===== config.mk =====
export PLATFORM = sky130hd
export DESIGN_NAME = serial_pattern_detector_flat
export DESIGN_NICKNAME = d
export VERILOG_FILES = /design/src/rtl/serial_det_pkg.sv /design/src/rtl/serial_pattern_detector_if.sv /design/src/rtl/sat_counter.sv /design/src/rtl/serial_pattern_detector.sv /design/src/flat_wrapper.sv
export SDC_FILE = /design/constraint.sdc
export NUM_CORES = 1
export LEC_CHECK = 0
export BUFFER_PORTS_ARGS = -buffer_cell sky130_fd_sc_hd__buf_2
export CAP_MARGIN = 20
export CORE_MARGIN = 5
export CORE_UTILIZATION = 30
export CTS_CLUSTER_SIZE = 16
export DETAILED_ROUTE_END_ITERATION = 6
export PLACE_DENSITY = 0.51
export SLEW_MARGIN = 20
export SYNTH_ARGS = -nofsm -noshare
export SYNTH_HDL_FRONTEND = slang
export SYNTH_SLANG_ARGS = --single-unit

===== constraint.sdc =====
create_clock -name clk -period 2.45 [get_ports clk]
set_input_delay 0 -clock clk [delete_from_list [all_inputs] [get_ports clk]]
set_output_delay 0 -clock clk [all_outputs]
set_load 0.1 [all_outputs]

===== src/rtl/serial_det_pkg.sv =====
// Shared types, defaults and the pattern comparison helper for the serial pattern detector.
package serial_det_pkg;

  typedef enum logic {FILL, RUN} det_state_t;

  localparam int unsigned DEFAULT_PAT_LEN = 4;
  localparam logic [15:0] DEFAULT_PATTERN = 16'b1011;

  // Compares only the low len bits; callers zero-extend narrower values.
  function automatic logic pattern_hit(logic [15:0] value, logic [15:0] pattern,
                                       int unsigned len);
    logic ok;
    ok = 1'b1;
    for (int unsigned i = 0; i < 16; i++) begin
      if (i < len && value[i] != pattern[i]) ok = 1'b0;
    end
    return ok;
  endfunction

endpackage


===== src/rtl/serial_pattern_detector_if.sv =====
// Serial bit stream input plus match/status outputs of the pattern detector.
interface serial_pattern_detector_if #(
  parameter int unsigned CNT_W = 8
);
  logic             clear;
  logic             bit_in;
  logic             bit_valid;
  logic             match;
  logic [CNT_W-1:0] match_count;
  logic             filled;

  modport master (
    output clear, bit_in, bit_valid,
    input  match, match_count, filled
  );

  modport slave (
    input  clear, bit_in, bit_valid,
    output match, match_count, filled
  );
endinterface


===== src/rtl/sat_counter.sv =====
// Up-counter that sticks at its all-ones value; synchronous clear wins over increment.
module sat_counter #(
  parameter int unsigned W = 8
) (
  input  logic         clk,
  input  logic         reset_n,
  input  logic         clr,
  input  logic         inc,
  output logic [W-1:0] count
);
  logic [W-1:0] count_q, count_d;

  always_comb begin
    count_d = count_q;
    if (clr) begin
      count_d = '0;
    end else if (inc && count_q != '1) begin
      count_d = count_q + W'(1);
    end
  end

  always_ff @(posedge clk or negedge reset_n) begin
    if (!reset_n) count_q <= '0;
    else          count_q <= count_d;
  end

  assign count = count_q;
endmodule


===== src/rtl/serial_pattern_detector.sv =====
// Detects a fixed PAT_LEN-bit pattern (overlapping) in a qualified serial stream;
// pulses match one cycle after the completing bit and keeps a saturating hit count.
module serial_pattern_detector
  import serial_det_pkg::*;
#(
  parameter int unsigned        PAT_LEN = DEFAULT_PAT_LEN,
  parameter logic [PAT_LEN-1:0] PATTERN = DEFAULT_PATTERN[PAT_LEN-1:0],
  parameter int unsigned        CNT_W   = 8
) (
  input logic                      clk,
  input logic                      reset_n,
  serial_pattern_detector_if.slave bus
);
  localparam int unsigned FW = $clog2(PAT_LEN + 1);

  det_state_t         state_q, state_d;
  logic [FW-1:0]      fill_q, fill_d;
  logic [PAT_LEN-1:0] shreg_q, shreg_d;
  logic               match_q;
  logic               hit;
  logic [CNT_W-1:0]   count;

  always_comb begin
    state_d = state_q;
    fill_d  = fill_q;
    shreg_d = bus.bit_valid ? {shreg_q[PAT_LEN-2:0], bus.bit_in} : shreg_q;
    // The completing bit may be the one that finishes the fill.
    hit = bus.bit_valid && pattern_hit(16'(shreg_d), 16'(PATTERN), PAT_LEN) &&
          (state_q == RUN || fill_q == FW'(PAT_LEN - 1));
    if (bus.bit_valid && state_q == FILL) begin
      fill_d = fill_q + FW'(1);
      if (fill_q == FW'(PAT_LEN - 1)) state_d = RUN;
    end
    if (bus.clear) begin
      state_d = FILL;
      fill_d  = '0;
      shreg_d = '0;
      hit     = 1'b0;
    end
  end

  always_ff @(posedge clk or negedge reset_n) begin
    if (!reset_n) begin
      state_q <= FILL;
      fill_q  <= '0;
      shreg_q <= '0;
      match_q <= 1'b0;
    end else begin
      state_q <= state_d;
      fill_q  <= fill_d;
      shreg_q <= shreg_d;
      match_q <= hit;
    end
  end

  sat_counter #(
    .W(CNT_W)
  ) u_count (
    .clk    (clk),
    .reset_n(reset_n),
    .clr    (bus.clear),
    .inc    (hit),
    .count  (count)
  );

  assign bus.match       = match_q;
  assign bus.match_count = count;
  assign bus.filled      = (state_q == RUN);
endmodule


===== src/flat_wrapper.sv =====
// flat-port wrapper written by rule: the top's interface ports become plain ports
module serial_pattern_detector_flat import serial_det_pkg::*;
#(
  parameter int unsigned        PAT_LEN = DEFAULT_PAT_LEN,
  parameter logic [PAT_LEN-1:0] PATTERN = DEFAULT_PATTERN[PAT_LEN-1:0],
  parameter int unsigned        CNT_W   = 8
)
  (clk, reset_n, bus_clear, bus_bit_in, bus_bit_valid, bus_match, bus_match_count, bus_filled);
  serial_pattern_detector_if #(.CNT_W(CNT_W)) bus_i ();
  input logic clk;
  input logic reset_n;
  input wire logic [$bits(bus_i.clear)-1:0] bus_clear;
  input wire logic [$bits(bus_i.bit_in)-1:0] bus_bit_in;
  input wire logic [$bits(bus_i.bit_valid)-1:0] bus_bit_valid;
  output wire logic [$bits(bus_i.match)-1:0] bus_match;
  output wire logic [$bits(bus_i.match_count)-1:0] bus_match_count;
  output wire logic [$bits(bus_i.filled)-1:0] bus_filled;
  assign bus_i.clear = bus_clear;
  assign bus_i.bit_in = bus_bit_in;
  assign bus_i.bit_valid = bus_bit_valid;
  assign bus_match = bus_i.match;
  assign bus_match_count = bus_i.match_count;
  assign bus_filled = bus_i.filled;
  serial_pattern_detector #(.PAT_LEN(PAT_LEN), .PATTERN(PATTERN), .CNT_W(CNT_W)) u_core (.clk(clk), .reset_n(reset_n), .bus(bus_i));
endmodule

Word level (Yosys, flattened, before mapping)
Cells that the tools add are included.
Widths: inputs -> output; s select.
{"block": "classes", "n_addsub": 2, "n_eq_ne": 2, "n_mux": 14, "bitwise_logic": 1, "n_reduce_logical": 9}
{"cell": "$mux 8", "count": 2}
{"cell": "$add 8x1->8 const B", "count": 1}
{"cell": "$mux 1", "count": 8}
{"cell": "$mux 4", "count": 2}
{"cell": "$ne 8x8->1 const B", "count": 1}
{"cell": "$mux 3", "count": 2}
{"cell": "$reduce_bool 2->1", "count": 3}
{"cell": "$logic_and 1x1->1", "count": 4}
{"cell": "$add 3x1->3 const B", "count": 1}
{"cell": "$eq 3x2->1 const B", "count": 1}
{"cell": "$reduce_and 2->1", "count": 1}
{"cell": "$logic_or 1x1->1", "count": 1}
{"cell": "$not 1->1", "count": 1}
{"block": "word_totals", "regBits": 17, "input_bits": 5, "output_inout_bits": 10, "word_cells": 33}

Depth between registers and ports, before layout
{"block": "depth", "ltp_word": 11, "ltp_mapped": 7, "mapped_depth_nobuf": 6}

Hierarchy
From an unflattened synthesis, not the netlist that was laid out.
{"block": "unflattened", "hier_cells": 81, "area_unflattened_um2": 850.8}
{"mod": "sat_counter", "instances": 1, "cells_per_inst": 49, "area_per_inst_um2": 464.2, "seq_area_each_um2": 200.2}
{"mod": "serial_pattern_detector", "instances": 1, "cells_per_inst": 32, "area_per_inst_um2": 386.6, "seq_area_each_um2": 200.2}

Worst setup path after synthesis
Ideal clock, no wire load.
{"block": "synth_path", "path_kind": "register to register", "start": "reg u_core.u_count.count_q[0], in the netlist u_core.u_count.count[0]", "end": "reg u_core.u_count.count_q[5], in the netlist u_core.u_count.count[5]", "setup_time_ns": 0.078, "t_arrival_ns": 2.239, "t_required_ns": 2.372, "setup_slack_ns": 0.133, "stages_incl_launch_ff": 6, "path_buffers": 0, "synth_period_minus_slack_ns": 2.317, "path_cell_list": "dfrtp_1 -> ha_1 -> and3_1 -> a211o_1 -> or4_1 -> a21oi_1"}
{"block": "synth_between", "elab_chain_len": 3, "word_cells_on_any_way": 6, "classes_between": "add/sub (1); eq/ne (1); mux (2); reduce/logical (2)"}
{"item": "from (decl)", "line_no": "sat_counter.sv:11", "text": "logic [W-1:0] count_q, count_d;"}
{"item": "from (signal assigned)", "line_no": "sat_counter.sv:24", "text": "else count_q <= count_d;"}
{"item": "$add 8x1->8 / $ne 8x8->1 (equally long branches)", "line_no": "sat_counter.sv:18, sat_counter.sv:17"}
{"item": "$mux 8 / $logic_and 1x1->1 (equally long branches)", "line_no": "sat_counter.sv:17", "text": "end else if (inc && count_q != '1) begin"}
{"item": "$mux 8 / $reduce_bool 2->1 (equally long branches)"}
Parallel ways exist; a longest one is shown, timed or not. The select of a mux whose other input is x is not followed.
A chain may end at the register's enable or synchronous reset.

Worst setup path after layout
{"block": "layout_path", "start": "reg u_core.u_count.count_q[0], in the netlist u_core.u_count.count[0]", "end": "reg u_core.u_count.count_q[7], in the netlist u_core.u_count.count[7]"}
Same word-level chain as after synthesis.

==> results.ini <==
[setup_path]
startpoint=u_core.u_count.count[0]
cp.arrival_ns=2.26
path_class=register to register
cp.required_ns=2.67
cp_max_fo=14
start_kind=register
rr_startpoint=u_core.u_count.count[0]
end_kind=register

[clock_tree]
h-tree-depth=1
cts_setup_buffers=0
cts.sinks=16
clk_path_buf_depth=2
worstSkewPairLatency_ns=0.29
cts_buffers=3
clk_pin_slew_ns=0.10
ctsRootBufferMaster=clkbuf_4
cts_tree=built

[timing]
fin_skew_ns=0.00334
finalSetupTns_ns=0
min_period_ns=2.04
tightest_slew_ns=0.494
drv_slew=0
layout_setup_ws_ns=0.411
max_freq_mhz=490
hold_viol_final=0
setup_viol=0
post-route-period-util_pct=83.2
rsz0062_at_grt=false
relSlewSlack_pct=67.3

[synthesis]
ys_ff_latch=16
ys_warn_count=0
synth_top_family_by_area=simple AND/OR/NAND/NOR gates
syn_nets=83
post_synth_num_cell_types=26
synthMuxAreaShare_pct=6.35
ys_async_sr_fraction_pct=100
synth_top_flop_cell=dfrtp_1
synth_area_um2=788
synth_edf_count=0
synth-simple-area-share_pct=21.9
yosysSeqAreaShare_pct=50.8
synth.avg_cell_area_um2=10.5
synth_compound_area_share_pct=11.9
synthXorXnorAreaFrac_pct=1.11
synth_fa_ha_area_share_pct=4.76
synthCells=75

[global_routing]
gr-total-overflow=0
grt_pass1_wl_mm=2.73
grt_usage_pct=9.97
antenna_found_initial=0
grt_max_degree=17
grt_pass1_vias=572

[detailed_routing]
viasPerCell=5.05
vias=616
dr.first_iter.drc_count=24
routed_wl_mm=1.61
antenna_left=0
drc=0
dr.pass1.iters=4
routedWlPerCell_um=13.2

[cells_and_area]
drive_above_1_share_pct=20.7
nets=101
n_antenna_cell=0
fin_cells=122
layout_common_cells=dfrtp_1 (16), buf_2 (14), nor2_1 (9), a21oi_1 (6)
area_growth_pct=19.0
final_common_cell=dfrtp_1
fin_util_pct=37.5

[pwr]
pwr_density_cell_nw_per_um2=523
p_leak_nw=0.429
ir_worst_vdd_mv=0.357

[placement]
numPortBuffers=14
placed_cells=116
gp_congestion=0.692
place_ws_ns=0.433
hpwl_mm=1.12

[run_status]
outcome=completed

[floorplan]
die_w_um=61.3
start_util_pct=31.5
die_area_um2=3750
ios=15
rows=18
core_area_um2=2500
die_h_um=61.3

[worst_hold_path]
min_from=bus_bit_valid
hp-class=input port to register

[run]
maxCapViolCount=0

## power breakdown
| group | internal [W] | switching, W |
|---|---|---|
| combinational | 0.0000157 | 0.0000217 |
| sequential | 0.000270 | 0.00000414 |
| clock | 0.0000905 | 0.0000885 |
## metal layers
metal | vias to the layer above | GRT usage [%] | share of wire [%]
met4 | 0 | 1.86 | 0.62
met3 | 2 | 4.61 | 6.5
met5 | - | 0 | 0
met1 | 288 | 14.2 | 50
met2 | 18 | 13.9 | 43
li1 | 308 | - | -
## state kept, by name, indices dropped and copies added, names as in the netlist
signal and count:
u_core.bus.filled 1, u_core.bus.match 1, u_core.shreg_q 3, u_core.u_count.count 8, u_core.fill_q 3
## what timing repair did
| action | in CTS | in global routing |
|---|---|---|
| hold buffers | 2 | 0 |
| setup endpoints to repair | 0 | 0 |
| endpoints found under the hold margin | 18 | 0 |
| resized for setup | 0 | 0 |
## final timing paths
check                                          endpoint  slack (ns)  depth (start not counted)
worst max-delay path            u_core.u_count.count[7]        0.41                          5
min in group asynchronous              u_core.bus.match        0.15                          2
worst min register to register  u_core.u_count.count[0]        0.54                          1
worst max register to register  u_core.u_count.count[7]        0.41                          5
worst min-delay path                  u_core.bus.filled        0.05                          3
max in group asynchronous              u_core.fill_q[1]        2.04                          2
## cell usage after synthesis (3+ instances only)
cell type	number	area, µm²
ha_1	3	37.5
a21oi_1	6	30.0
nor2_1	9	33.8
nand3_1	3	15.0
mux2i_1	5	50.1
dfrtp_1	16	400
or3_1	3	18.8
inv_1	3	11.3
o21ai_1	5	25.0
## final cells by class
| class | count | area (µm²) |
|---|---|---|
| repair buffers | 16 | 90.1 |
| flip-flops and latches | 16 | 400 |
| inverters | 3 | 11.3 |
| multi-input cells | 53 | 363 |
| fillers | 251 | 1560 |
| well taps | 30 | 37.5 |
| clock buffers | 4 | 36.3 |
## cells by family (layout without fill, tap and decap cells)
| logic type | after synthesis | count (layout) |
|---|---|---|
| AOI/OAI and AO/OA | 16 | 16 |
| xor gates and xnor gates | 1 | 1 |
| adders and majority gates | 3 | 3 |
| buffers and inverters | 6 | 23 |
| DFF | 16 | 16 |
| muxes | 5 | 5 |
| and+or+nand+nor | 28 | 28 |
## through the flow
step / hold slack [ns] / instance area (µm²) / total power [W]
floorplan: -0.296 / 788 / 0.000301
global placement: -0.0606 / 882 / 0.000315
detailed placement: -0.0601 / 882 / 0.000316
CTS: 0.0418 / 938 / 0.000501
global route: 0.0654 / 938 / 0.000520
finish: 0.0516 / 938 / 0.000491
## critical path, cell delays in order, from the launching register on
cell     delay (ns)
dfrtp_1        0.43
ha_1           0.26
and3_1         0.17
a211o_1        0.44
or4_1          0.51
a21oi_1        0.15
(Power assumes the default switching activity.)
